`src/rtl/t03_mem_request_ctrl_pkg.sv`:
```
// Shared types and constants for the t03 memory request controller.
// The optional bus-timeout fault is compiled in with T03_REQ_TIMEOUT_EN.
package t03_req_pkg;

   typedef enum logic [2:0] {
      ST_START,
      ST_FETCH,
      ST_DECODE,
      ST_DATA_RD,
      ST_DATA_WR,
      ST_FAULT
   } req_state_t;

   typedef enum logic [1:0] {
      SZ_BYTE     = 2'b00,
      SZ_HALF     = 2'b01,
      SZ_WORD     = 2'b10,
      SZ_WORD_ALT = 2'b11
   } mem_size_t;

   localparam logic [1:0]  CAUSE_NONE     = 2'b00;
   localparam logic [1:0]  CAUSE_MISALIGN = 2'b01;
   localparam logic [1:0]  CAUSE_TIMEOUT  = 2'b10;
   localparam logic [31:0] NOP_INSTR      = 32'h0000_0013;

   // Size 11 behaves as a word access, so it shares the word alignment rule.
   function automatic logic is_misaligned(input logic [1:0] size, input logic [1:0] off);
      case (size)
         SZ_BYTE: return 1'b0;
         SZ_HALF: return off[0];
         default: return off != 2'b00;
      endcase
   endfunction

endpackage

```
`src/rtl/t03_mem_request_ctrl_load_align.sv`:
```
// Load lane selection and sign/zero extension for byte, half and word loads.
module t03_load_align
   import t03_req_pkg::*;
(
   input  logic [31:0] i_rdata,
   input  logic [1:0]  i_off,
   input  logic [1:0]  i_mem_size,
   input  logic        i_mem_unsigned,
   output logic [31:0] o_result
);

   logic [7:0]  w_byte;
   logic [15:0] w_half;

   assign w_byte = i_rdata[{i_off, 3'b000} +: 8];
   assign w_half = i_off[1] ? i_rdata[31:16] : i_rdata[15:0];

   always_comb begin
      case (i_mem_size)
         SZ_BYTE: o_result = {{24{~i_mem_unsigned & w_byte[7]}}, w_byte};
         SZ_HALF: o_result = {{16{~i_mem_unsigned & w_half[15]}}, w_half};
         default: o_result = i_rdata;
      endcase
   end

endmodule

```
`src/rtl/t03_mem_request_ctrl.sv`:
```
// Fetch / load / store sequencer sharing one bus port, with sticky fault state.
// Define T03_REQ_TIMEOUT_EN to compile in the bus-timeout counter and cause 10.
module t03_mem_request_ctrl
   import t03_req_pkg::*;
#(
   parameter int ADDR_W         = 32,
   parameter int TIMEOUT_CYCLES = 1024
)(
   input  logic              clk,
   input  logic              rst,
   input  logic              i_ack,
   input  logic [31:0]       i_rdata,
   input  logic              i_mem_read,
   input  logic              i_mem_write,
   input  logic [1:0]        i_mem_size,
   input  logic              i_mem_unsigned,
   input  logic [ADDR_W-1:0] i_pc,
   input  logic [ADDR_W-1:0] i_alu_addr,
   input  logic [31:0]       i_store_data,
   output logic              o_read,
   output logic              o_write,
   output logic [ADDR_W-1:0] o_address,
   output logic [3:0]        o_sel,
   output logic [31:0]       o_wdata,
   output logic [31:0]       o_instr,
   output logic [31:0]       o_load_data,
   output logic              o_freeze_pc,
   output logic              o_freeze_instr,
   output logic              o_fault,
   output logic [1:0]        o_fault_cause
);

   req_state_t  r_state, w_state_next;
   logic [31:0] r_instr, r_load_data;
   logic        r_fault;
   logic [1:0]  r_cause, w_cause_next;
   logic [1:0]  w_off;
   logic [3:0]  w_sel;
   logic [31:0] w_wdata, w_load_aligned;
   logic        w_timeout;
   logic        w_unused;

   assign w_off    = i_alu_addr[1:0];
   assign w_unused = ^i_pc[1:0];

`ifdef T03_REQ_TIMEOUT_EN
   localparam int CNT_W = $clog2(TIMEOUT_CYCLES + 1);
   logic [CNT_W-1:0] r_cnt;
   logic             w_waiting;

   assign w_waiting = ((r_state == ST_FETCH) || (r_state == ST_DATA_RD) ||
                       (r_state == ST_DATA_WR)) && !i_ack;
   // The cycle whose increment would reach the limit is the one that faults.
   assign w_timeout = w_waiting && (r_cnt == CNT_W'(TIMEOUT_CYCLES - 1));

   always_ff @(posedge clk or posedge rst) begin
      if (rst)                          r_cnt <= '0;
      else if (w_state_next != r_state) r_cnt <= '0;
      else if (w_waiting)               r_cnt <= r_cnt + 1'b1;
   end
`else
   localparam int unused_timeout_cycles = TIMEOUT_CYCLES;
   assign w_timeout = 1'b0;
`endif

   for (genvar gi = 0; gi < 4; gi++) begin : g_lane
      assign w_sel[gi] = (i_mem_size == SZ_BYTE) ? (w_off == 2'(gi)) :
                         (i_mem_size == SZ_HALF) ? (w_off[1] == 1'(gi / 2)) : 1'b1;
      assign w_wdata[8*gi +: 8] = (i_mem_size == SZ_BYTE) ? i_store_data[7:0] :
                                  (i_mem_size == SZ_HALF) ? i_store_data[8*(gi%2) +: 8] :
                                                            i_store_data[8*gi +: 8];
   end

   t03_load_align u_load_align (
      .i_rdata        (i_rdata),
      .i_off          (w_off),
      .i_mem_size     (i_mem_size),
      .i_mem_unsigned (i_mem_unsigned),
      .o_result       (w_load_aligned)
   );

   always_ff @(posedge clk or posedge rst) begin
      if (rst) begin
         r_state     <= ST_START;
         r_instr     <= NOP_INSTR;
         r_load_data <= '0;
         r_fault     <= 1'b0;
         r_cause     <= CAUSE_NONE;
      end else begin
         r_state <= w_state_next;
         if (r_state == ST_FETCH && i_ack)   r_instr     <= i_rdata;
         if (r_state == ST_DATA_RD && i_ack) r_load_data <= w_load_aligned;
         if (w_state_next == ST_FAULT && r_state != ST_FAULT) begin
            r_fault <= 1'b1;
            r_cause <= w_cause_next;
         end
      end
   end

   always_comb begin
      w_state_next   = r_state;
      w_cause_next   = CAUSE_NONE;
      o_read         = 1'b0;
      o_write        = 1'b0;
      o_address      = '0;
      o_sel          = '0;
      o_wdata        = '0;
      o_freeze_pc    = 1'b1;
      o_freeze_instr = 1'b1;
      case (r_state)
         ST_START: w_state_next = ST_FETCH;
         ST_FETCH: begin
            o_read    = 1'b1;
            o_address = {i_pc[ADDR_W-1:2], 2'b00};
            o_sel     = 4'b1111;
            if (i_ack) begin
               o_freeze_instr = 1'b0;
               w_state_next   = ST_DECODE;
            end else if (w_timeout) begin
               w_state_next = ST_FAULT;
               w_cause_next = CAUSE_TIMEOUT;
            end
         end
         ST_DECODE: begin
            if (i_mem_read || i_mem_write) begin
               if (is_misaligned(i_mem_size, w_off)) begin
                  w_state_next = ST_FAULT;
                  w_cause_next = CAUSE_MISALIGN;
               end else begin
                  w_state_next = i_mem_read ? ST_DATA_RD : ST_DATA_WR;
               end
            end else begin
               o_freeze_pc  = 1'b0;
               w_state_next = ST_FETCH;
            end
         end
         ST_DATA_RD, ST_DATA_WR: begin
            o_read    = (r_state == ST_DATA_RD);
            o_write   = (r_state == ST_DATA_WR);
            o_address = {i_alu_addr[ADDR_W-1:2], 2'b00};
            o_sel     = w_sel;
            o_wdata   = w_wdata;
            if (i_ack) begin
               o_freeze_pc  = 1'b0;
               w_state_next = ST_FETCH;
            end else if (w_timeout) begin
               w_state_next = ST_FAULT;
               w_cause_next = CAUSE_TIMEOUT;
            end
         end
         default: ;
      endcase
   end

   assign o_instr       = r_instr;
   assign o_load_data   = r_load_data;
   assign o_fault       = r_fault;
   assign o_fault_cause = r_cause;

endmodule

```
`config.mk`:
```
export PLATFORM = sky130hd
export DESIGN_NAME = t03_mem_request_ctrl
export DESIGN_NICKNAME = d
export VERILOG_FILES = /design/src/rtl/t03_mem_request_ctrl_pkg.sv /design/src/rtl/t03_mem_request_ctrl_load_align.sv /design/src/rtl/t03_mem_request_ctrl.sv
export SDC_FILE = /design/constraint.sdc
export NUM_CORES = 1
export LEC_CHECK = 0
export BUFFER_PORTS_ARGS = -buffer_cell sky130_fd_sc_hd__buf_2
export CAP_MARGIN = 20
export CORE_AREA = 2 2 105 107
export DETAILED_ROUTE_END_ITERATION = 16
export DIE_AREA = 0 0 107 109
export PLACE_DENSITY = 0.76
export SYNTH_ARGS = -nofsm -noshare
export SYNTH_HDL_FRONTEND = slang
export SYNTH_SLANG_ARGS = --single-unit
```
`constraint.sdc`:
```
create_clock -name clk -period 3 [get_ports clk]
set_input_delay 0 -clock clk [delete_from_list [all_inputs] [get_ports clk]]
set_output_delay 0 -clock clk [all_outputs]
set_load 0.05 [all_outputs]
```
==> results of run 1 <==
-- cells by family (layout without fill, tap and decap cells) --
kind of cell    count (synthesis)  count (layout)  share of synthesized area, %
mux                            57              57                          15.3
simple gates                  119             119                          13.3
flops                          69              69                          41.9
compound gates                146             146                          24.1
other cells                     1               3                        0.0907
buf+inv                        47             337                          5.33
-- cells in the mapped netlist (2+ instances only) --
master / n / share of area, %
inv_1: 8 / 0.73
a21o_1: 3 / 0.54
buf_4: 3 / 0.54
and3_1: 6 / 0.91
or2_2: 4 / 0.61
a221oi_1: 8 / 1.7
buf_2: 14 / 1.7
dfrtp_1: 66 / 40
nand3_1: 8 / 0.97
nand2_1: 33 / 3.0
nor3_1: 2 / 0.24
dfstp_2: 3 / 1.9
nand2b_1: 2 / 0.30
clkbuf_1: 20 / 1.8
and2_1: 9 / 1.4
nor2b_1: 3 / 0.45
a21oi_1: 51 / 6.2
a22o_1: 31 / 6.6
mux2_2: 40 / 11
o211ai_1: 22 / 4.0
buf_6: 2 / 0.54
a22oi_1: 3 / 0.54
mux2i_1: 16 / 3.9
nor2_1: 45 / 4.1
o21ai_0: 19 / 2.3
-- final cells by class --
class                   instances  area, um2  area share (%)
repair buffers                313       1780            28.9
clock buffers                  13        179            2.90
well taps                     140        175            2.84
clock inverters                 3       65.1            1.05
flip-flops and latches         69       1730            28.1
multi-input cells             325       2210            35.8
inverters                       8       30.0           0.487
-- critical path, cell delays in order (launching register included) --
cell	delay (ns)
dfrtp_1	0.52
nand2_1	0.19
inv_1	0.18
a21o_1	0.13
buf_4	0.34
o21ai_0	0.23
nand2_1	0.12
buf_2	0.26
-- routing by layer --
layer  track usage (%)  share of wire (%)  up-vias
li1                  -                  -     2171
met1              30.5                 38     2215
met2              50.1                 52      200
met3              4.72                5.9       35
met4              12.3                3.8        0
met5                 0                  0        -
-- path summary, 6_finish.rpt --
kind / startpoint / endpoint / cells past startpoint
max in group asynchronous: rst / o_load_data[24] / 5
worst min-delay path: i_mem_read / r_state[1] / 3
worst max register to register: r_state[1] / o_load_data[29] / 5
worst min register to register: o_fault / o_fault / 1
worst max-delay path: r_state[0] / o_sel[1] / 7
min in group asynchronous: rst / o_load_data[17] / 3
-- what timing repair did --
item | CTS | global route
endpoints found under the hold margin | 102 | 0
hold buffers | 34 | 0
setup endpoints to repair | 0 | 0
-- registers in the layout, indices dropped and copies added (netlist names) --
register,count
o_instr,32
o_fault,1
r_state,3
o_fault_cause,1
o_load_data,32
-- power by group --
part           switching, mW  total, mW  internal [mW]  leakage (nW)
clock network          0.344      0.902          0.558         0.126
registers              0.303       1.72           1.41         0.797
logic                   4.42       5.85           1.43          2.19
==> results.sh, run 1 <==
export IMPL_design_area_um2=6170
export IMPL_io_pins=275
export IMPL_yosysSeqAreaShare_pct=41.9
export IMPL_nets=862
export IMPL_postSynthAreaPerCell_um2=9.42
export IMPL_drc_errors=0
export IMPL_drt_iter0_markers=216
export IMPL_drive_gt1_share_pct=48.2
export IMPL_cts_setup_buffers=0
export IMPL_critPathKind="register to output port"
export IMPL_first_global_vias=4594
export IMPL_cts_buffer_depth=2
export IMPL_setup_violations_final=0
export IMPL_async_reset_ff_share_pct=100
export IMPL_ff2ff_setup_slack_ns=0.76
export IMPL_clock_sinks=69
export IMPL_ys_ff_latch=69
export IMPL_die_area_um2=11700
export IMPL_cap_violations=0
export IMPL_grt_max_degree=52
export IMPL_rsz0062_at_grt="false"
export IMPL_cts_tree="built"
export IMPL_dr_total_vias=4621
export IMPL_htreeDepth=3
export IMPL_cp_max_fo=40
export IMPL_layout_common_cells="buf_2 (269), dfrtp_1 (66), a21oi_1 (50)"
export IMPL_grt_overflow_total=0
export IMPL_outcome="complete, no violations"
export IMPL_core_area_um2=10600
export IMPL_yosysUniqueCellTypes=43
export IMPL_clock_skew_ns=0.00806
export IMPL_syn_to_final_growth_pct=49.2
export IMPL_die_w_um=107
export IMPL_gp_congestion=0.919
export IMPL_dp_final_hpwl_um=12300
export IMPL_fin_util_pct=58.2
export IMPL_vdd_drop_max_uv=1180
export IMPL_cp_start_kind="register"
export IMPL_fillers=934
export IMPL_diodes=0
export IMPL_cts_resized=0
export IMPL_syn_area_um2=4130
export IMPL_fin_crit_sh_pct=77.9
export IMPL_crit_required_ns=3.00
export IMPL_fmax_mhz=428
export IMPL_postSynthCellCount=439
export IMPL_clkLatencyLatePin_ns=0.34
export IMPL_instances_no_fill=871
export IMPL_layout_commonest_cell="buf_2"
export IMPL_tns_ns=0
export IMPL_via_per_inst=5.31
export IMPL_relSlewSlack_pct=32.9
export IMPL_fin_ws_ns=0.663
export IMPL_total_power_mw=8.46
export IMPL_die_h_um=109
export IMPL_wire_per_inst_um=18.5
export IMPL_worst_slew_pin_slew_ns=1.00
export IMPL_path_clk_slew_ns=0.07
export IMPL_grt_pass1_wl_um=24200
export IMPL_hold_viol=0
export IMPL_synthFlopType="dfrtp_1"
export IMPL_cts_buffers=9
export IMPL_portBuffers=269
export IMPL_placed_cell_area_um2=5550
export IMPL_drv_slew=0
export IMPL_leakage_nw=3.11
export IMPL_placementRows=38
export IMPL_hp_class="input port to register"
export IMPL_synth_edff_count=0
export IMPL_antenna_found_initial=0
export IMPL_drtAntennaViolNets=0
export IMPL_cellPowerDensity_nw_per_um2=1370
export IMPL_arrival_ns=2.34
export IMPL_post_place_ws_ns=0.780
export IMPL_timing_hold_ws_ns=0.0578
export IMPL_period_minus_slack_ns=2.34
export IMPL_yosysWarnings=0
export IMPL_wl_um=16100
export IMPL_cp_end_kind="output port"
export IMPL_post_place_cells=819
export IMPL_gr_usage_all_layers_pct=27.1
export IMPL_root_buffer="clkbuf_8"
export IMPL_start_util_pct=39.0
export IMPL_first_pass_iters=4
(Power assumes the default switching activity.)
==> run 2, diff against run 1 <==
- CORE_AREA: 2 2 105 107 -> default
- CORE_ASPECT_RATIO: default -> 1.5
- CORE_MARGIN: default -> 2
- CORE_UTILIZATION: default -> 38
- DIE_AREA: 0 0 107 109 -> default
- PLACE_DENSITY: 0.76 -> 0.77
- clock period: 3 -> 1.95 ns (I/O delays scaled with it)
==> run 2 against run 1 <==
Effect of this change:
- the flow now finishes with violations (setup timing)
- clock skew fell by 0.0028 ns
- cell count rose by 4.0%
- global-route usage rose by 3.3 points
- critical path type unchanged
- largest cell class unchanged
- highest routed layer unchanged
==> results.sh, run 2 (synthesized netlist as in run 1, its figures left out) <==
export IMPL_worst_slew_pin_slew_ns=0.477
export IMPL_path_clk_slew_ns=0.06
export IMPL_hp_class="input port to register"
export IMPL_wl_um=19300
export IMPL_tns_ns=-0.0425
export IMPL_relSlewSlack_pct=67.3
export IMPL_nets=892
export IMPL_drt_iter0_markers=312
export IMPL_vdd_drop_max_uv=1490
export IMPL_placementRows=46
export IMPL_die_area_um2=11700
export IMPL_drtAntennaViolNets=0
export IMPL_instances_no_fill=906
export IMPL_min_from="i_rdata[28]"
export IMPL_cap_violations=0
export IMPL_violations="setup timing"
export IMPL_drive_gt1_share_pct=60.1
export IMPL_clock_skew_ns=0.00523
export IMPL_clkLatencyLatePin_ns=0.33
export IMPL_leakage_nw=3.52
export IMPL_root_buffer="clkbuf_16"
export IMPL_critPathKind="register to output port"
export IMPL_die_w_um=89.2
export IMPL_htreeDepth=3
export IMPL_cp_startpoint="r_state[0]"
export IMPL_fmax_mhz=508
export IMPL_start_util_pct=39.0
export IMPL_layout_common_cells="buf_2 (205), dfrtp_1 (65), a21oi_1 (42), buf_6 (42), mux2_2 (40)"
export IMPL_cts_buffers=9
export IMPL_clkPwrFrac_pct=10.5
export IMPL_cp_start_kind="register"
export IMPL_post_place_cells=841
export IMPL_period_minus_slack_ns=1.97
export IMPL_switchingPower_mw=8.75
export IMPL_gp_congestion=0.965
export IMPL_cts_buffer_depth=2
export IMPL_die_h_um=132
export IMPL_combPwrFrac_pct=73.2
export IMPL_io_pins=275
export IMPL_r2r_start="r_state[2]"
export IMPL_grt_overflow_total=0
export IMPL_via_per_inst=5.55
export IMPL_cts_tree="built"
export IMPL_drv_slew=0
export IMPL_portBuffers=269
export IMPL_core_area_um2=10600
export IMPL_cp_end_kind="output port"
export IMPL_arrival_ns=1.97
export IMPL_seqPwrFrac_pct=16.3
export IMPL_cp_max_fo=9
export IMPL_total_power_mw=16.1
export IMPL_power_switching_share_pct=54.4
export IMPL_fin_crit_sh_pct=101
export IMPL_rsz0062_at_grt="true"
export IMPL_multiInputGateArea_um2=2600
export IMPL_fillers=847
export IMPL_first_pass_iters=4
export IMPL_internal_power_mw=7.34
export IMPL_crit_required_ns=1.95
export IMPL_grt_pass1_wl_um=27300
export IMPL_fin_ws_ns=-0.0181
export IMPL_seq_area_um2=1730
export IMPL_outcome="finished, violations left"
export IMPL_dp_final_hpwl_um=13700
export IMPL_grt_max_degree=54
export IMPL_first_global_vias=5191
export IMPL_drc_errors=0
export IMPL_dr_total_vias=5029
export IMPL_wire_per_inst_um=21.3
export IMPL_gr_usage_all_layers_pct=30.4
export IMPL_syn_to_final_growth_pct=80.2
export IMPL_cellPowerDensity_nw_per_um2=2160
export IMPL_setup_violations_final=8
export IMPL_antenna_found_initial=1
export IMPL_layout_commonest_cell="buf_2"
export IMPL_hold_viol=0
export IMPL_clock_sinks=69
## run 2: cell count changes in the layout (fill, tap and decap cells not counted), moves of 9 or more
cell and delta:
buf_2 -64, buf_6 +42, a22o_1 -30, buf_4 +26
a22o_2 +17, buf_8 +16, nor2_1 -16, nor2_4 +16
a22o_4 +13, clkbuf_16 +12, clkbuf_8 -10, buf_12 +9
## run 2: what timing repair did
action | CTS | global route
gates resized for setup | 71 | 103
setup buffers | 6 | 5
setup endpoints to repair | 63 | 71
hold endpoints to repair | 57 | 0
pin swaps | 1 | 7
hold buffers | 30 | 0
gates cloned | 0 | 7
## run 2: final timing paths
check                              endpoint  slack [ns]  depth (start not counted)
min in group asynchronous       o_instr[20]        0.20                          3
max reg2reg                 o_load_data[21]        0.12                          7
max                           o_address[14]       -0.02                          6
min reg2reg                o_fault_cause[0]        0.46                          1
min                             o_instr[28]       0.009                          2
max in group asynchronous        o_instr[4]        1.09                          4
## run 2: power groups by stage
stage / logic, mW / clock network [mW] / registers (mW)
2_1_floorplan: 4.86 / 0 / 4.98
4_1_cts: 10.6 / 1.70 / 2.60
5_1_grt: 12.2 / 1.77 / 2.71
6_report: 11.8 / 1.68 / 2.62
3_5_place_dp: 9.89 / 0 / 2.62
3_3_place_gp: 9.74 / 0 / 2.58
## run 2: stage by stage
step	hold WS [ns]	setup WS (ns)	util, %	area (um2)
6_report	0.00921	-0.0181	70.3	7450
5_1_grt	0.0123	-0.0507	70.3	7450
4_1_cts	0.00158	-0.000862	65.6	6950
3_5_place_dp	0.00147	-0.128	57.2	6060
3_3_place_gp	-0.0149	-0.0477	57.2	6060
2_1_floorplan	0.152	-0.158	-	4390
## run 2: final cells by class
class                   count  share of cell area, %
inverters                   8                  0.403
diodes                      1                 0.0336
clock inverters             3                  0.571
well taps                 144                   2.42
repair buffers            342                   34.8
flip-flops and latches     69                   23.2
multi-input cells         326                   34.9
clock buffers              13                   3.63
## run 2: critical path, cell delays in order, from the launching register on
cell and delay (ns):
dfrtp_1 0.43, buf_6 0.15, nor3b_4 0.33, a21o_4 0.23, buf_12 0.16, a22o_2 0.16
buf_6 0.16
## run 2: routing by layer
layer / share of wire, % / track usage, % / vias up
met5: 0 / 0 / -
met4: 5.3 / 15.3 / 0
met3: 7.1 / 5.01 / 66
met2: 54 / 54.5 / 283
met1: 34 / 33.1 / 2433
li1: - / - / 2247
==> run 3, diff against run 2 <==
- SKIP_LAST_GASP: default -> 1
==> run 3 against run 2 <==
Effect of this change:
- via count fell by 0.99%
- global-route usage shrank 0.075 points
- fmax increased by 0.31%
- the run still ends with setup timing left
- sequential share of layout area grew 1.0 points
- critical endpoint is now o_sel[2]
==> results.sh, run 3 (synthesized netlist as in run 1, its figures left out) <==
export IMPL_wire_per_inst_um=20.5
export IMPL_core_area_um2=10600
export IMPL_die_h_um=132
export IMPL_clkLatencyLatePin_ns=0.33
export IMPL_cpMostUsedCell="buf_4"
export IMPL_switchingPower_mw=8.48
export IMPL_layout_common_cells="buf_2 (205), dfrtp_1 (65), a21oi_1 (44), buf_4 (44), mux2_2 (40)"
export IMPL_cellPowerDensity_nw_per_um2=2150
export IMPL_dp_final_hpwl_um=13700
export IMPL_gp_congestion=0.965
export IMPL_power_switching_share_pct=55.3
export IMPL_relSlewSlack_pct=63.0
export IMPL_path_clk_slew_ns=0.06
export IMPL_first_global_vias=5182
export IMPL_period_minus_slack_ns=1.96
export IMPL_clock_sinks=69
export IMPL_cts_buffers=9
export IMPL_portBuffers=269
export IMPL_arrival_ns=1.96
export IMPL_die_w_um=89.2
export IMPL_fin_util_pct=67.4
export IMPL_drc_errors=0
export IMPL_nets=886
export IMPL_grt_overflow_total=0
export IMPL_fillers=891
export IMPL_slowest_delay_ns=0.42
export IMPL_worst_slew_pin_slew_ns=0.540
export IMPL_internal_power_mw=6.87
export IMPL_placed_cell_area_um2=6060
export IMPL_cts_tree="built"
export IMPL_via_per_inst=5.53
export IMPL_htreeDepth=3
export IMPL_drv_slew=0
export IMPL_setup_violations_final=1
export IMPL_seqPwrFrac_pct=17.1
export IMPL_post_place_cells=841
export IMPL_cp_max_fo=6
export IMPL_placementRows=46
export IMPL_crit_chain="buf_4 > nor3b_4 > a21oi_4 > buf_12 > buf_4 > o21ai_1 > buf_6"
export IMPL_cap_violations=0
export IMPL_fmax_mhz=510
export IMPL_die_area_um2=11700
export IMPL_instances_no_fill=900
export IMPL_design_area_um2=7140
export IMPL_critPathTopFamily="buffers and inverters"
export IMPL_syn_to_final_growth_pct=72.8
export IMPL_cp_start_kind="register"
export IMPL_drtAntennaViolNets=0
export IMPL_hold_viol=0
export IMPL_start_util_pct=39.0
export IMPL_critPathKind="register to output port"
export IMPL_hp_class="input port to register"
export IMPL_critPathBufInv=4
export IMPL_drt_iter0_markers=284
export IMPL_tns_ns=-0.0119
export IMPL_rsz0062_at_grt="true"
export IMPL_drive_gt1_share_pct=59.2
export IMPL_layout_commonest_cell="buf_2"
export IMPL_outcome="finished, violations left"
export IMPL_worst_path_max_delay_cell="dfrtp_1"
export IMPL_violations="setup timing"
export IMPL_leakage_nw=3.39
export IMPL_vdd_drop_max_uv=1420
export IMPL_grt_pass1_wl_um=27300
export IMPL_crit_required_ns=1.95
export IMPL_wl_um=18500
export IMPL_cp_end_kind="output port"
export IMPL_io_pins=275
export IMPL_fin_crit_sh_pct=101
export IMPL_post_place_ws_ns=-0.128
export IMPL_dr_total_vias=4979
export IMPL_cts_buffer_depth=2
export IMPL_grt_max_degree=54
export IMPL_fin_ws_ns=-0.0119
export IMPL_gr_usage_all_layers_pct=30.3
export IMPL_antenna_found_initial=1
export IMPL_first_pass_iters=6
export IMPL_root_buffer="clkbuf_16"
export IMPL_clock_skew_ns=0.00479
export IMPL_clkPwrFrac_pct=11.0
export IMPL_combPwrFrac_pct=72.0
run 3: worst reg2reg max path, stage by stage, from the launching register on:
cell and delay [ns]:
dfrtp_1 0.42, buf_4 0.16, nand4b_2 0.29, buf_8 0.25
nor3_2 0.17, buf_6 0.20, a21oi_1 0.07, o21ai_0 0.16
run 3: through the flow:
| step | power (mW) | hold slack [ns] |
|---|---|---|
| after floorplan | 9.84 | 0.152 |
| after global placement | 12.3 | -0.0149 |
| after detailed placement | 12.5 | 0.00147 |
| after CTS | 14.9 | 0.00158 |
| after global routing | 15.9 | 0.0123 |
| final | 15.4 | 0.0159 |
run 3: final cells by class:
type	instances	area, um2	share of cell area, %
multi-input cells	325	2480	34.8
repair buffers	337	2400	33.6
flip-flops and latches	69	1730	24.2
clock buffers	13	270	3.78
well taps	144	180	2.52
clock inverters	3	42.5	0.596
inverters	8	30.0	0.420
diodes	1	2.50	0.0350
run 3: power by group through the flow:
stage | combinational [mW] | clock, mW | sequential, mW
floorplan | 4.86 | 0 | 4.98
global placement | 9.74 | 0 | 2.58
detailed placement | 9.89 | 0 | 2.62
CTS | 10.6 | 1.70 | 2.60
global route | 11.5 | 1.78 | 2.71
finish | 11.0 | 1.68 | 2.62
run 3: what timing repair did:
item | CTS | global route
cloned | 0 | 3
pin swaps | 1 | 3
resized for setup | 65 | 54
buffers inserted | 6 | 3
endpoints found under the setup margin | 63 | 74
endpoints found under the hold margin | 57 | 0
hold buffers | 30 | 0
run 3: final timing paths:
check	startpoint	end	depth (start not counted)	slack, ns
max	r_state[0]	o_sel[2]	7	-0.01
min	i_mem_unsigned	o_load_data[31]	3	0.02
max reg2reg	r_state[2]	o_load_data[21]	7	0.14
min reg2reg	o_fault_cause[0]	o_fault_cause[0]	1	0.46
max in group asynchronous	rst	o_instr[4]	4	1.08
min in group asynchronous	rst	o_instr[20]	3	0.20
run 3: metal layers:
layer	track usage, %	routed length, um	up-vias
met5	0	0	-
met4	15.6	936	0
met3	5.07	1440	60
met2	54.3	9920	306
met1	32.8	6160	2381
li1	-	-	2232
